**config.mk**
```make
export PLATFORM = sky130hd
export DESIGN_NAME = pixel_buffer_drain
export DESIGN_NICKNAME = d
export VERILOG_FILES = /design/src/rtl/pixel_buffer_drain_pkg.sv /design/src/rtl/sync_fifo.sv /design/src/rtl/pixel_buffer_drain.sv
export SDC_FILE = /design/constraint.sdc
export NUM_CORES = 1
export LEC_CHECK = 0
export ABC_CLOCK_PERIOD_IN_PS = 5000
export BUFFER_PORTS_ARGS = -buffer_cell sky130_fd_sc_hd__buf_2
export CAP_MARGIN = 25
export CORE_ASPECT_RATIO = 1.4
export CORE_UTILIZATION = 40
export CTS_CLUSTER_SIZE = 12
export DETAILED_ROUTE_END_ITERATION = 8
export HOLD_SLACK_MARGIN = 0.15
export PLACE_DENSITY = 0.7
export SLEW_MARGIN = 25
export SYNTH_ARGS = -nofsm -noshare
export SYNTH_HDL_FRONTEND = slang
export SYNTH_SLANG_ARGS = --single-unit
```
**constraint.sdc**
```tcl
create_clock -name clk -period 5 [get_ports clk]
set_clock_uncertainty 0.15 [all_clocks]
set_input_delay 0.5 -clock clk [delete_from_list [all_inputs] [get_ports clk]]
set_output_delay 0.5 -clock clk [all_outputs]
set_load 0.02 [all_outputs]
```
**src/rtl/pixel_buffer_drain_pkg.sv**
```systemverilog
// pixel_buffer_drain_pkg: shared pixel, colour and frame-buffer types and constants
package pixel_buffer_drain_pkg;
   typedef logic [18:0] pixel_id_t;
   typedef struct packed {
      logic [7:0] r;
      logic [7:0] g;
      logic [7:0] b;
   } color_t;
   typedef struct packed {
      pixel_id_t pixel_id;
      color_t    color;
   } pixel_buffer_entry_t;
   typedef logic [23:0] fb_addr_t;
   typedef enum logic {DRAIN, FLIP_WAIT} drain_state_t;
   localparam int       NUM_PIXELS_DEFAULT = 307200;
   localparam fb_addr_t FB0_BASE_DEFAULT   = 24'h000000;
   localparam fb_addr_t FB1_BASE_DEFAULT   = 24'h080000;
endpackage

```
**src/rtl/sync_fifo.sv**
```systemverilog
// sync_fifo: single-clock FIFO with registered storage and occupancy count
//   clk, rst (async, active-low)
//   push/din  : write din at the tail (caller guarantees not full)
//   pop       : drop the head entry (caller guarantees not empty)
//   count     : entries held, 0..DEPTH
//   head      : oldest entry, valid while count != 0
module sync_fifo #(
   parameter int WIDTH = 8,
   parameter int DEPTH = 16
) (
   input  logic                     clk,
   input  logic                     rst,
   input  logic                     push,
   input  logic                     pop,
   input  logic [WIDTH-1:0]         din,
   output logic [$clog2(DEPTH):0]   count,
   output logic [WIDTH-1:0]         head
);
   logic [WIDTH-1:0]         mem [DEPTH];
   logic [$clog2(DEPTH)-1:0] wr_ptr;
   logic [$clog2(DEPTH)-1:0] rd_ptr;

   always_ff @(posedge clk)
      if (push) mem[wr_ptr] <= din;

   // pointers are exactly log2(DEPTH) wide, so they wrap modulo DEPTH for free
   always_ff @(posedge clk or negedge rst)
      if (!rst) begin
         wr_ptr <= '0;
         rd_ptr <= '0;
         count  <= '0;
      end else begin
         if (push) wr_ptr <= wr_ptr + 1'b1;
         if (pop) rd_ptr <= rd_ptr + 1'b1;
         if (push && !pop) count <= count + 1'b1;
         else if (pop && !push) count <= count - 1'b1;
      end

   assign head = mem[rd_ptr];
endmodule

```
**src/rtl/pixel_buffer_drain.sv**
```systemverilog
// pixel_buffer_drain: buffers shaded pixels and drains them into the back frame buffer
//   clk, rst (async, active-low)
//   pb_we, pb_data_in, pb_full       : shader-side pixel FIFO write port
//   mem_wr_valid/addr/data/ready     : frame-buffer write handshake
//   vsync_pulse                      : display vertical-sync strobe
//   front_sel                        : displayed buffer (0 = FB0, 1 = FB1)
//   frame_done                       : one-cycle pulse after a buffer flip
//   overflow                         : sticky, a write was attempted while full
module pixel_buffer_drain
   import pixel_buffer_drain_pkg::*;
#(
   parameter int       DEPTH      = 16,
   parameter int       NUM_PIXELS = NUM_PIXELS_DEFAULT,
   parameter fb_addr_t FB0_BASE   = FB0_BASE_DEFAULT,
   parameter fb_addr_t FB1_BASE   = FB1_BASE_DEFAULT
) (
   input  logic                                   clk,
   input  logic                                   rst,
   input  logic                                   pb_we,
   input  logic [$bits(pixel_buffer_entry_t)-1:0] pb_data_in,
   output logic                                   pb_full,
   output logic                                   mem_wr_valid,
   output logic [23:0]                            mem_wr_addr,
   output logic [31:0]                            mem_wr_data,
   input  logic                                   mem_wr_ready,
   input  logic                                   vsync_pulse,
   output logic                                   front_sel,
   output logic                                   frame_done,
   output logic                                   overflow
);
   localparam int        CW = $clog2(DEPTH) + 1;
   localparam pixel_id_t NP = pixel_id_t'(NUM_PIXELS);

   logic [CW-1:0]       count;
   pixel_buffer_entry_t head;
   drain_state_t        state;
   drain_state_t        state_nxt;
   pixel_id_t           pix_cnt;
   logic                push;
   logic                pop;
   logic                accept;
   logic                drop;
   logic                flip;

   sync_fifo #(.WIDTH($bits(pixel_buffer_entry_t)), .DEPTH(DEPTH)) u_fifo (
      .clk   (clk),
      .rst   (rst),
      .push  (push),
      .pop   (pop),
      .din   (pb_data_in),
      .count (count),
      .head  (head)
   );

   // full comes from the registered count only, so a same-cycle pop never makes room
   assign pb_full      = count == CW'(DEPTH);
   assign push         = pb_we & ~pb_full;
   assign mem_wr_valid = state == DRAIN && count != '0 && head.pixel_id < NP;
   // off-screen pixel IDs are discarded without touching memory or the pixel count
   assign drop         = state == DRAIN && count != '0 && head.pixel_id >= NP;
   assign accept       = mem_wr_valid & mem_wr_ready;
   assign pop          = accept | drop;
   assign flip         = state == FLIP_WAIT && vsync_pulse;
   // always write the buffer that is not on screen
   assign mem_wr_addr  = (front_sel ? FB0_BASE : FB1_BASE) + fb_addr_t'(head.pixel_id);
   assign mem_wr_data  = {8'h00, head.color};

   always_comb begin
      state_nxt = state;
      if (state == DRAIN) state_nxt = (accept && pix_cnt + 1'b1 == NP) ? FLIP_WAIT : DRAIN;
      else state_nxt = vsync_pulse ? DRAIN : FLIP_WAIT;
   end

   always_ff @(posedge clk or negedge rst)
      if (!rst) begin
         state      <= DRAIN;
         pix_cnt    <= '0;
         front_sel  <= 1'b0;
         frame_done <= 1'b0;
         overflow   <= 1'b0;
      end else begin
         state      <= state_nxt;
         frame_done <= flip;
         overflow   <= overflow | (pb_we & pb_full);
         if (flip) begin
            front_sel <= ~front_sel;
            pix_cnt   <= '0;
         end else if (accept) pix_cnt <= pix_cnt + 1'b1;
      end
endmodule

```
# Yosys cells after proc, flatten, opt, wreduce, memory -nomap -nowiden

Memory sizes are Yosys's and may differ from the RTL's.
Cells that the tools add are included.

Add/sub/neg operators: 6
Reduce and logical (&&, ||, !) cells: 12
Shift-type cells: 0
$lt $le $gt $ge: 2
$mul: 0
Muxes and demuxes: 10
Eq/ne operators: 2
Bitwise operators: 8
Divide/modulo/power cells: 0

Operators by type and width:

| cell                                               | number |
|---|---|
| 2-to-1 mux 19 bit                                  | 2 |
| adder 20 x 19 -> 21 bit                            | 1 |
| 2-to-1 mux 20 bit                                  | 1 |
| adder 19 x 1 -> 19 bit, second input constant      | 1 |
| == test 19 bit, second input constant              | 1 |
| >= comparator 19 bit, second input constant        | 1 |
| less-than comparator 19 bit, second input constant | 1 |
| 2-to-1 mux 5 bit                                   | 2 |
| adder 4 x 1 -> 4 bit, second input constant        | 2 |
| logical AND 1 bit                                  | 7 |
| adder 5 x 1 -> 5 bit, second input constant        | 1 |
| == test 5 bit, second input constant               | 1 |
| 2-to-1 mux 1 bit                                   | 5 |
| nonzero test 5 bit                                 | 1 |
| subtractor 5 x 1 -> 5 bit, second input constant   | 1 |
| nonzero test 2 bit                                 | 2 |
| AND 1 bit                                          | 3 |
| NOT 1 bit                                          | 3 |
| logical NOT 1 bit                                  | 2 |
| bitwise OR 1 bit                                   | 2 |

ROM bits: 0
Bits of input ports: 48
Logic and storage cells: 49
Memories: 1
Bits in latches: 0
Register bits after elaboration: 36
Output and inout bits: 61
RAM bits: 688

Memory list:

| name       | depth | bits a word | read ports | clocked after memory_dff | write ports | line            | RTL |
|---|---|---|---|---|---|---|---|
| u_fifo.mem | 16    | 43          | 1          | 0                        | 1           | sync_fifo.sv:19 | `logic [WIDTH-1:0] mem [DEPTH];` |

# Logic depth before layout (Yosys ltp)

Word-level depth: 8
Mapped depth: 17
Gate-level depth less buffers: 15

# By module

A second synthesis with hierarchy kept.

Cells, all modules: 1334
Area total of the unflattened synthesis: 28090.7 µm²

By module, submodules not included:

| module             | seq. area each (µm²) | area each (µm²) | cells an instance | times used |
|---|---|---|---|---|
| sync_fifo          | 20985.1              | 26519.2         | 1143              | 1 |
| pixel_buffer_drain | 575.6                | 1571.5          | 191               | 1 |

# Worst setup path after synthesis

No wires, ideal clock.

Path type: register to register
From: register u_fifo.count[0]
To: memory u_fifo.mem[3][0] (netlist bit), enable pin
Stages on the path, launching flop included: 7
Library setup time: 497 ps
Clock period less this slack: 4855 ps
Buffers on the path: 1
Data required time: 4353 ps
Arrival time: 4208 ps
Slack: 145 ps
Cells stage by stage: dfrtp_1 -> nor4_1 -> and2_1 -> nor2b_1 -> clkbuf_1 -> nand2_1 -> nor3_1

Cells in the longest elaborated chain, start to end: 5

RTL lines:

| item                                   | line                     | RTL |
|---|---|---|
| start, declared                        | sync_fifo.sv:16          | `output logic [$clog2(DEPTH):0] count,` |
| start signal, assigned                 | sync_fifo.sv:35          | `if (push && !pop) count <= count + 1'b1;` |
| start signal, assigned                 | sync_fifo.sv:36          | `else if (pop && !push) count <= count - 1'b1;` |
| == test 5 bit                          | pixel_buffer_drain.sv:56 | `assign pb_full = count == CW'(DEPTH);` |
| via pb_full                            | pixel_buffer_drain.sv:21 | `output logic pb_full,` |
| NOT 1 bit                              | pixel_buffer_drain.sv:57 | `assign push = pb_we & ~pb_full;` |
| AND 1 bit                              | pixel_buffer_drain.sv:57 |  |
| via push                               | pixel_buffer_drain.sv:39 | `logic push;` |
| 2-to-1 mux 1 bit                       | sync_fifo.sv:24          | `if (push) mem[wr_ptr] <= din;` |
| 2-to-1 mux 1 bit (implied by the code) | sync_fifo.sv:24          |  |
| end, declared                          | sync_fifo.sv:19          |  |

The timed path passes the listed nets, and every way through them passes these cells.

# Final worst setup path

From: register u_fifo.rd_ptr[0]
To: output mem_wr_addr[3]

Cells in the longest elaborated chain, start to end: 2

RTL lines:

| item                      | line                     | RTL |
|---|---|---|
| start, declared           | sync_fifo.sv:21          | `logic [$clog2(DEPTH)-1:0] rd_ptr;` |
| start signal, assigned    | sync_fifo.sv:34          | `if (pop) rd_ptr <= rd_ptr + 1'b1;` |
| memory read (16 x 43 bit) | n/a                      |  |
| adder 20 x 19 -> 21 bit   | pixel_buffer_drain.sv:65 | `assign mem_wr_addr = (front_sel ? FB0_BASE : FB1_BASE) + fb_addr_t'(head.pixel_id);` |
| end, declared             | pixel_buffer_drain.sv:23 | `output logic [23:0] mem_wr_addr,` |

No other way between the ends.

==> reports/summary.md <==
### Pwr
- **P per Cell Area** 564 nW/um2
- **standby leakage power** 0.0106 uW
- **total power** 18400 uW
- **largest vdd supply drop** 0.000345 V

### Setup path
- **depth of the most critical reg-to-reg path** 16
- **FF-to-FF End** u_fifo.count[4]$_DFFE_PN0P_
- **arrival time worst endpoint** 3790 ps
- **Critical Path Source** u_fifo.rd_ptr[0]$_DFFE_PN0P_
- **required time of the worst setup path** 4350 ps
- **category of the critical setup timing path** flip-flop to output port
- **kind of cell adding the most delay to the critical path** buffers and inverters
- **Slowest Stage Delay on Critical Path** 760 ps
- **endpoint kind of the worst setup timing path** output port
- **list of cells traversed by the critical path** buf_4, buf_4, mux4_2, mux4_2, buf_2
- **critical-path cell with the highest stage delay** buf_4
- **launching element type of the critical path** flip-flop
- **largest fanout on the critical path** 44
- **CP Buf/Inv Count** 3
- **worst-case register-to-register setup slack** 810 ps
- **worst flop-to-flop path startpoint** u_fifo.rd_ptr[0]$_DFFE_PN0P_

### Layout
- **layout cells sized above 1** 0.305
- **final design instance area without fill** 32700 um2
- **synth-to-layout area growth** 15.4%
- **Nets** 1527
- **count of antenna diodes in the layout** 0
- **final core utilization** 0.466

### Synth
- **total standard cell area after synthesis** 28300 um2
- **yosys warns** 0
- **mean instance size in the synthesized netlist** 22.2 um2
- **share of the synthesized area in the top cell type** 0.730
- **Yosys top cell by area** edfxtp_1
- **number of flip-flops and latches in the synthesized netlist** 724
- **async set or reset register ratio after synthesis** 0.0497
- **number of flops mapped to enable cells by yosys** 688
- **largest cells by area after synthesis** edfxtp_1, mux4_2, dfrtp_1
- **count of distinct cell types in the synthesized netlist** 59
- **leading post-synthesis cells by instance count** edfxtp_1, mux4_2, dfrtp_1
- **count leader, synth** edfxtp_1
- **most common flop cell mapped by yosys** edfxtp_1
- **cells after synthesis** 1276
- **share of synthesized area occupied by flip-flops and latches** 0.762

### Floorplan
- **Core ar.** 70100 um2
- **die boundary height** 317 um
- **Placement Rows** 115
- **Die Wd** 227 um
- **effective utilization at floorplan** 0.404
- **I/O Pins** 109
- **floorplan die area** 71900 um2

### STA
- **Final Hold Violating Endpoints** 0
- **Post-Route Setup TNS** 0 ps
- **worst max-slew margin expressed relative to the limit** 0.399
- **unrepaired setup endpoints after global routing** false
- **number of max-slew violations in the final report** 0
- **Max Clock Freq** 225 MHz
- **worst hold margin** 301 ps
- **final number of setup-violating endpoints** 0
- **time the worst path needs with I/O delays and setup** 4440 ps
- **worst-margin pin slew** 899 ps
- **post-route fraction of the period consumed by the critical path** 0.887

### Placed design
- **instance area after placement** 30200 um2
- **HPWL Detailed** 33900 um
- **I/O Buffers** 96
- **Placer Congestion** 0.794

### Worst hold path
- **worst hold endpoint** overflow$_DFF_PN0_
- **Worst Hold Depth** 1
- **source of the worst hold timing path** overflow$_DFF_PN0_
- **worst min path class** flip-flop to flip-flop

### Detailed routing
- **drt first-iter violations** 1361
- **number of vias per cell after detailed routing** 5.51
- **final routed DRC violation total** 0
- **number of routed nets with antenna violations** 0
- **drt total wl** 61400 um
- **number of detailed-route iterations in the first pass** 5
- **average wire length per cell after detail routing** 25.3 um
- **total via count in the routed design** 13400

### Clocking
- **post-CTS sizing** 0
- **CTS H-tree lvls** 3
- **number of sinks on the clock net** 724
- **Bufs on Longest Clock Path** 3
- **clk root buf** clkbuf_16
- **clock network latency to the later pin of the worst-skew pair** 600 ps
- **clk slew on worst S/H paths** 60 ps
- **CTS Buf Count** 72
- **CTS Hold Buffers Added** 46
- **# Post-CTS Setup Buffers** 0
- **TritonCTS clock tree** done

### GRT
- **total overflow reported by the global router** 0
- **via count of the first global-routing pass** 14100
- **Total Routing Usage GR** 0.174
- **most utilized layer in the global route result** met2
- **met2 Usage GRT** 0.302
- **met3 track utilization from global routing** 0.0279
- **met1 layer usage reported by global route** 0.223
- **number of antenna violations at the first check in global routing** 1
- **largest net degree at the start of global routing** 58
- **wire length of the first global-routing pass** 90800 um

### Outcome
- **run status** finished, final reports clean

### Flow run
- **number of max-cap violations** 0

-- worst reg2reg max path: stages (launching register included) --
cell and delay [ps]:
dfrtp_4 690, buf_4 350, mux2i_1 120, a221oi_1 290
a21oi_1 80, nor2_1 330, a21oi_1 160, o211ai_1 440
inv_1 90, ha_1 250, inv_1 120, ha_1 270
a21o_1 200, a21oi_1 210, xnor2_1 150, nor2_1 70
xnor2_1 130
-- where the power goes --
| group | internal, uW | leakage [uW] | switching, uW |
|---|---|---|---|
| Combinational | 2580 | 0.00291 | 3360 |
| Sequential | 7310 | 0.00667 | 323 |
| Clock | 2760 | 0.000988 | 2100 |
-- stage by stage --
step | cells | setup slack [ps]
final | 2431 | 563
after global routing | 2431 | 299
after CTS | 2431 | 399
after detailed placement | 2283 | 810
after global placement | 2283 | 935
after floorplan | 1287 | 145
-- worst max path at each step --
stage	cells past startpoint	slack, ps	end
2_1_floorplan	6	150	u_fifo.mem[3][0]$_DFFE_PP_
5_1_grt	5	300	mem_wr_data[1]
3_5_place_dp	16	810	u_fifo.count[4]$_DFFE_PN0P_
3_3_place_gp	16	940	u_fifo.count[4]$_DFFE_PN0P_
6_report	5	560	mem_wr_addr[3]
4_1_cts	5	400	mem_wr_data[1]
-- cell type report --
cell class	count	area, um2
fill	5707	37400
sequential	724	21600
multi-input combinational	473	6470
clock buffer	91	1940
timing repair buffer	180	1360
tap	936	1170
clock inverter	11	93.8
inverter	16	61.3
-- layout by cell type, fill, tap and decap left out, drive strengths merged, types with 3 or more instances in the layout --
cell type    Yosys  layout
edfxtp         688     688
mux4           202     202
buf             46     134
clkbuf          28      91
dlygate4sd3      0      46
dfrtp           36      36
nand2           35      35
nor2            27      27
nor3            19      19
mux2i           18      18
inv             16      18
a21oi           17      17
nand3           16      16
o21ai           13      13
a21o            12      12
conb             1      12
ha              11      11
nand2b           9       9
xnor2            9       9
a211o            8       8
a221oi           7       7
clkinv           0       7
nor2b            6       6
nor4             6       6
nand4            5       5
nor3b            4       4
o21a             3       3
and3             3       3
xor2             3       3
o211ai           3       3
mux2             3       3
-- cell families after synthesis --
family / synth area share
AOI/OAI and AO/OA: 0.0199
xor gates and xnor gates: 0.00371
adders and majority gates: 0.00557
buffers and inverters: 0.0155
DFF: 0.762
muxes: 0.168
other: 0.000132
and+or+nand+nor: 0.0255
-- registers in the layout, indices dropped and copies added (netlist names) --
name           cells
state              1
pix_cnt           19
u_fifo.mem       688
u_fifo.wr_ptr      4
front_sel          1
frame_done         1
overflow           1
u_fifo.count       5
u_fifo.rd_ptr      4
-- per-layer routing --
| metal | vias up | wire length [um] |
|---|---|---|
| met5 | - | 13 |
| met4 | 2 | 1510 |
| met3 | 95 | 3490 |
| met2 | 468 | 32200 |
| met1 | 7144 | 24200 |
| li1 | 5686 | - |
No activity file was read; power rests on OpenSTA's default activity.
